[config.mk]
export PLATFORM = sky130hd
export DESIGN_NAME = tx_samples_serializer_flat
export DESIGN_NICKNAME = d
export VERILOG_FILES = /design/src/rtl/tx_samples_serializer_if.sv /design/src/rtl/tx_samples_serializer.sv /design/src/flat_wrapper.sv
export SDC_FILE = /design/constraint.sdc
export NUM_CORES = 1
export LEC_CHECK = 0
export ABC_AREA = 1
export CAP_MARGIN = 0
export CORE_ASPECT_RATIO = 1.1
export CORE_MARGIN = 2
export CORE_UTILIZATION = 55
export DETAILED_ROUTE_END_ITERATION = 7
export GPL_TIMING_DRIVEN = 1
export HOLD_SLACK_MARGIN = 0.03
export PLACE_DENSITY = 0.85
export SLEW_MARGIN = 10
export SYNTH_ARGS = -nofsm -noshare
export SYNTH_HDL_FRONTEND = slang
export SYNTH_SLANG_ARGS = --single-unit
[constraint.sdc]
create_clock -name ctx_clk -period 5.2 [get_ports ctx_clk]
set_clock_uncertainty 0.2 [all_clocks]
set_input_delay 1.04 -clock ctx_clk [delete_from_list [all_inputs] [get_ports ctx_clk]]
set_output_delay 1.04 -clock ctx_clk [all_outputs]
set_load 0.02 [all_outputs]
[src/rtl/tx_samples_serializer_if.sv]
// Frame handoff bus between the sample producer and the TX serializer.
// The producer drives a full frame plus valid; the serializer returns ready.
interface tx_samples_serializer_if #(
  parameter int NUM_LANES = 20,
  parameter int DATA_W    = 16
);
  logic [NUM_LANES*DATA_W-1:0] idata_lanes;
  logic                        ivalid;
  logic                        oready;

  modport master (
    output idata_lanes,
    output ivalid,
    input  oready
  );

  modport slave (
    input  idata_lanes,
    input  ivalid,
    output oready
  );
endinterface

[src/rtl/tx_samples_serializer.sv]
// Re-interleaves a parallel frame of lane samples into one serial stream.
// Shadow + active frame buffers let the next frame arrive during emission.
module tx_samples_serializer #(
  parameter int NUM_LANES = 20,
  parameter int DATA_W    = 16
) (
  input  logic                     ctx_clk,
  input  logic                     rtx_rst,
  input  logic                     etx_en,
  input  logic                     inew_sample_trig,
  tx_samples_serializer_if.slave   frame_if,
  output logic signed [DATA_W-1:0] odata,
  output logic                     odata_valid,
  output logic [4:0]               olane_idx,
  output logic                     ounderrun
);

  typedef enum logic {
    IDLE,
    STREAM
  } state_t;

  typedef logic [NUM_LANES-1:0][DATA_W-1:0] frame_t;

  state_t     r_state;
  frame_t     r_shadow;
  frame_t     r_active;
  logic       r_shadow_full;
  logic [4:0] r_lane;

  logic w_trig;
  logic w_accept;
  logic w_emit;
  logic w_last;
  logic w_xfer;
  logic w_underrun;

  assign w_trig     = inew_sample_trig && etx_en;
  assign w_accept   = frame_if.ivalid && !r_shadow_full;
  assign w_emit     = w_trig && (r_state == STREAM);
  assign w_last     = w_emit && (r_lane == 5'(NUM_LANES - 1));
  assign w_underrun = w_trig && (r_state == IDLE);
  // Refill on the final lane's emit so the next trig hits lane 0 with no gap.
  assign w_xfer     = r_shadow_full && ((r_state == IDLE) || w_last);

  assign frame_if.oready = !r_shadow_full;

  always_ff @(posedge ctx_clk or negedge rtx_rst) begin
    if (!rtx_rst) begin
      r_state       <= IDLE;
      r_shadow      <= '0;
      r_active      <= '0;
      r_shadow_full <= 1'b0;
      r_lane        <= '0;
      odata         <= '0;
      odata_valid   <= 1'b0;
      olane_idx     <= '0;
      ounderrun     <= 1'b0;
    end else begin
      odata_valid <= 1'b0;
      ounderrun   <= w_underrun;

      if (w_accept) begin
        r_shadow      <= frame_if.idata_lanes;
        r_shadow_full <= 1'b1;
      end

      if (w_emit) begin
        odata       <= r_active[r_lane];
        olane_idx   <= r_lane;
        odata_valid <= 1'b1;
        if (w_last) begin
          r_lane  <= '0;
          r_state <= IDLE;
        end else begin
          r_lane <= r_lane + 5'd1;
        end
      end

      // Transfer wins over the wrap-to-IDLE above when both fire.
      if (w_xfer) begin
        r_active      <= r_shadow;
        r_shadow_full <= 1'b0;
        r_lane        <= '0;
        r_state       <= STREAM;
      end
    end
  end

endmodule

[src/flat_wrapper.sv]
// flat-port wrapper written by rule: the top's interface ports become plain ports
module tx_samples_serializer_flat 
#(
  parameter int NUM_LANES = 20,
  parameter int DATA_W    = 16
)
  (ctx_clk, rtx_rst, etx_en, inew_sample_trig, odata, odata_valid, olane_idx, ounderrun, frame_if_idata_lanes, frame_if_ivalid, frame_if_oready);
  tx_samples_serializer_if #(.NUM_LANES(NUM_LANES), .DATA_W(DATA_W)) frame_if_i ();
  input  logic ctx_clk;
  input  logic rtx_rst;
  input  logic etx_en;
  input  logic inew_sample_trig;
  output logic signed [DATA_W-1:0] odata;
  output logic odata_valid;
  output logic [4:0] olane_idx;
  output logic ounderrun;
  input wire logic [$bits(frame_if_i.idata_lanes)-1:0] frame_if_idata_lanes;
  input wire logic [$bits(frame_if_i.ivalid)-1:0] frame_if_ivalid;
  output wire logic [$bits(frame_if_i.oready)-1:0] frame_if_oready;
  assign frame_if_i.idata_lanes = frame_if_idata_lanes;
  assign frame_if_i.ivalid = frame_if_ivalid;
  assign frame_if_oready = frame_if_i.oready;
  tx_samples_serializer #(.NUM_LANES(NUM_LANES), .DATA_W(DATA_W)) u_core (.ctx_clk(ctx_clk), .rtx_rst(rtx_rst), .etx_en(etx_en), .inew_sample_trig(inew_sample_trig), .frame_if(frame_if_i), .odata(odata), .odata_valid(odata_valid), .olane_idx(olane_idx), .ounderrun(ounderrun));
endmodule
==> impl_metrics.py <==
metrics = {
    "critical_path": {
        "worstSetupEndpointType": "register",
        "worst_ep_arrival_time_ns": 3.58,
        "worst-path-max-fanout": 87,
        "critical_path_launch_point": "u_core.r_lane[3]$_DFFE_PN0P_",
        "reg2reg_from": "u_core.r_lane[3]$_DFFE_PN0P_",
        "startpoint_type": "register",
        "crit_required_ns": 5.51,
        "setup.worst_path.class": "register to register",
    },
    "global_routing": {
        "grt_antenna_before_repair": 7,
        "maximum_number_of_pins_on_one_net_before_global_route_repair": 120,
        "groute.usage.overall": 0.277,
        "grt_first_pass_wirelength_mm": 118,
        "first_global_vias": 21500,
        "grt.overflow.total": 0,
    },
    "power": {
        "share_comb_of_total_power": 0.301,
        "powerDensity_mw_per_mm2": 564,
        "power.ir.vdd_worst_v": 0.000293,
        "power.leakage_nw": 16.7,
        "internal_power_mw": 13.4,
        "power.switching_fraction": 0.332,
        "p_clk_frac": 0.259,
        "design_power_total_mw": 20.1,
        "seq_power_share": 0.440,
        "power_switching_mw": 6.66,
    },
    "sta": {
        "setup-violations-final": 0,
        "fin_tns_setup_ns": 0,
        "fin_worst_hold_slack_ns": 0.266,
        "finalWorstPathRequiredPeriod_ns": 3.27,
        "finalMaxSlewViolations": 0,
        "max_freq_ghz": 0.305,
        "tcrit_tclk_final": 0.630,
        "final_hold_viol_count": 0,
        "grt_setup_unrepaired": "false",
        "slew_headroom": 0.253,
        "transition_time_at_the_pin_with_the_least_slew_margin_ns": 1.12,
    },
    "detailed_routing": {
        "ant_nets": 0,
        "detailedRoute.firstPassIterationCount": 5,
        "total_routed_length_mm": 74.9,
        "initialDrtViolationCount": 1891,
        "drt-vias-per-instance": 5.37,
        "routedWlPerCell_microns": 19.0,
        "remaining_drc_errors": 0,
        "num_vias": 21200,
    },
    "floorplan": {
        "placeableCoreArea_sq_mm": 0.0525,
        "rows": 88,
        "boundary_pins": 349,
        "floorplan.initialDensity": 0.558,
        "fp.dieW_microns": 224,
        "die_height_microns": 246,
        "die-area_sq_mm": 0.0552,
    },
    "final_layout": {
        "finalNetCount": 3530,
        "post_route_cells_drive_above_1_share": 0.201,
        "finish.cell_count_without_fillers": 3937,
        "areaGrowthSynthToFinish_pct": 21.2,
        "finish.instance_area_sq_mm": 0.0355,
    },
    "synth": {
        "post_synth_inst_count": 2927,
        "seq_area_frac_synth": 0.572,
        "mappedNetlistNets": 3253,
        "synth_seq_cells": 670,
        "mean_cell_area_of_the_mapped_netlist_sq_um": 10.0,
        "synthesis.area_sq_mm": 0.0293,
        "ys_warn_count": 0,
        "synth_cell_type_count": 31,
    },
    "placement": {
        "post-dp-hpwl_mm": 49.3,
        "buffer_ports.inserted": 348,
        "placedCellCount": 3808,
        "finalWeightedCongestion": 0.822,
        "placedInstanceArea_sq_mm": 0.0331,
    },
    "cts": {
        "clock_latency_ns": 0.59,
        "cts_tree": "yes",
        "cts.reportedPaths.clkPinSlew_ns": 0.06,
        "num_cts_buffers": 69,
        "postCtsResizedCells": 0,
        "cts_hold_buf": 0,
        "max-clock-path-buffers": 3,
        "cts-root-buf": "sky130_fd_sc_hd__clkbuf_16",
        "clock_sink_count": 670,
        "cts-htree-levels": 3,
        "cts_setup_buffers": 0,
    },
    "job": {
        "max-cap-violations": 0,
    },
    "outcome": {
        "status": "complete, no violations",
    },
    "hold_path": {
        "holdCritPathClass": "register to register",
        "timing.hold.worst.start": "u_core.r_shadow[79]$_DFFE_PN0P_",
    },
}
-- cell usage after synthesis --
cell / instances / share of area
sky130_fd_sc_hd__a21o_1: 1 / 0.00026
sky130_fd_sc_hd__a21oi_1: 44 / 0.0075
sky130_fd_sc_hd__buf_1: 9 / 0.0012
sky130_fd_sc_hd__buf_2: 71 / 0.012
sky130_fd_sc_hd__buf_4: 4 / 0.0010
sky130_fd_sc_hd__buf_6: 28 / 0.011
sky130_fd_sc_hd__buf_8: 3 / 0.0015
sky130_fd_sc_hd__clkbuf_1: 57 / 0.0073
sky130_fd_sc_hd__clkbuf_4: 6 / 0.0015
sky130_fd_sc_hd__clkinv_1: 1 / 0.00013
sky130_fd_sc_hd__clkinv_2: 1 / 0.00017
sky130_fd_sc_hd__dfrtp_1: 670 / 0.57
sky130_fd_sc_hd__ha_1: 1 / 0.00043
sky130_fd_sc_hd__inv_1: 325 / 0.042
sky130_fd_sc_hd__inv_2: 2 / 0.00026
sky130_fd_sc_hd__mux2_2: 295 / 0.11
sky130_fd_sc_hd__nand2_1: 808 / 0.10
sky130_fd_sc_hd__nand2_2: 1 / 0.00021
sky130_fd_sc_hd__nand3_1: 173 / 0.030
sky130_fd_sc_hd__nand3_2: 2 / 0.00068
sky130_fd_sc_hd__nand4_1: 1 / 0.00021
sky130_fd_sc_hd__nor2_1: 63 / 0.0081
sky130_fd_sc_hd__nor2_4: 1 / 0.00038
sky130_fd_sc_hd__o211ai_1: 2 / 0.00051
sky130_fd_sc_hd__o21a_1: 1 / 0.00026
sky130_fd_sc_hd__o21ai_0: 112 / 0.019
sky130_fd_sc_hd__o21ai_1: 27 / 0.0046
sky130_fd_sc_hd__o21ai_2: 182 / 0.054
sky130_fd_sc_hd__o22ai_1: 19 / 0.0041
sky130_fd_sc_hd__or2_2: 15 / 0.0032
sky130_fd_sc_hd__xor2_1: 2 / 0.00060
-- logic make-up after synthesis --
group / count (synthesis) / share of synthesized area
DFF: 670 / 0.572
adders and majority gates: 1 / 0.000427
buffers and inverters: 507 / 0.0776
AOI/OAI and AO/OA: 388 / 0.0907
and+or+nand+nor: 1064 / 0.146
xor gates and xnor gates: 2 / 0.000597
muxes: 295 / 0.113
-- sequential cells by signal, summed over array words and instances, names as in the netlist --
signal,flops
u_core.odata,16
u_core.odata_valid,1
u_core.olane_idx,5
u_core.ounderrun,1
u_core.r_active,320
u_core.r_lane,5
u_core.r_shadow,320
u_core.r_shadow_full,1
u_core.r_state,1
-- routing by layer --
layer	vias to the layer above	wire, microns	GRT usage
li1	9913	-	-
met1	10400	31200	0.372
met2	717	36000	0.444
met3	160	4250	0.0386
met4	0	3460	0.140
met5	-	0	0
-- critical path: stages, from the launching register on --
cell and delay (ns):
sky130_fd_sc_hd__dfrtp_1 0.68, sky130_fd_sc_hd__inv_2 0.19, sky130_fd_sc_hd__nand2_1 0.12, sky130_fd_sc_hd__nor2_4 0.38, sky130_fd_sc_hd__nand3_2 0.18, sky130_fd_sc_hd__nand2_2 0.15, sky130_fd_sc_hd__nand2_4 0.08, sky130_fd_sc_hd__inv_8 0.45
sky130_fd_sc_hd__buf_12 0.45, sky130_fd_sc_hd__nand2_1 0.14, sky130_fd_sc_hd__o21ai_2 0.09
-- worst paths after layout --
check | to | slack, ns | depth (start not counted)
min | u_core.r_active[79]$_DFFE_PN0N_ | 0.27 | 2
max in group asynchronous | u_core.r_shadow[269]$_DFFE_PN0P_ | 3.21 | 2
max reg2reg | u_core.r_active[94]$_DFFE_PN0N_ | 1.93 | 10
max | u_core.r_active[94]$_DFFE_PN0N_ | 1.93 | 10
min reg2reg | u_core.r_active[79]$_DFFE_PN0N_ | 0.27 | 2
min in group asynchronous | u_core.r_shadow[46]$_DFFE_PN0P_ | 0.28 | 1
-- layout by cell type, fill, tap and decap left out, drive strengths merged --
cell and count:
clkinv 11, nor2 64, clkdlybuf4s50 347, mux2 295, a21o 1, dfrtp 670, o21ai 321, o22ai 19
nand4 1, bufinv 7, a21oi 44, o21a 1, ha 1, clkinvlp 1, diode 7, inv 333
xor2 2, or2 15, buf 37, nand2 809, nand3 175, o211ai 2, clkbuf 99
-- per-stage QoR --
| step | utilization | worst slack (ns) |
|---|---|---|
| global route | 0.677 | 1.69 |
| CTS | 0.676 | 1.93 |
| global placement | 0.630 | 1.55 |
| floorplan | - | 2.84 |
| detailed placement | 0.630 | 1.47 |
| finish | 0.677 | 1.93 |
-- area by class of cell --
cell class	count	area (sq um)
fillers	3808	17000
flip-flops and latches	670	16800
multi-input cells	1750	10300
repair buffers	384	3930
clock buffers	99	2080
inverters	329	1250
well taps	675	845
clock inverters	23	329
diodes	7	17.5
-- power groups by stage --
| stage | clock [mW] | combinational, mW | sequential (mW) |
|---|---|---|---|
| after global placement | 0 | 5.79 | 8.74 |
| after floorplan | 0 | 4.22 | 8.36 |
| final | 5.20 | 6.03 | 8.82 |
| after CTS | 5.29 | 6.09 | 8.78 |
| after global routing | 5.52 | 6.68 | 9.04 |
| after detailed placement | 0 | 5.99 | 8.83 |
(Power assumes the default switching activity.)
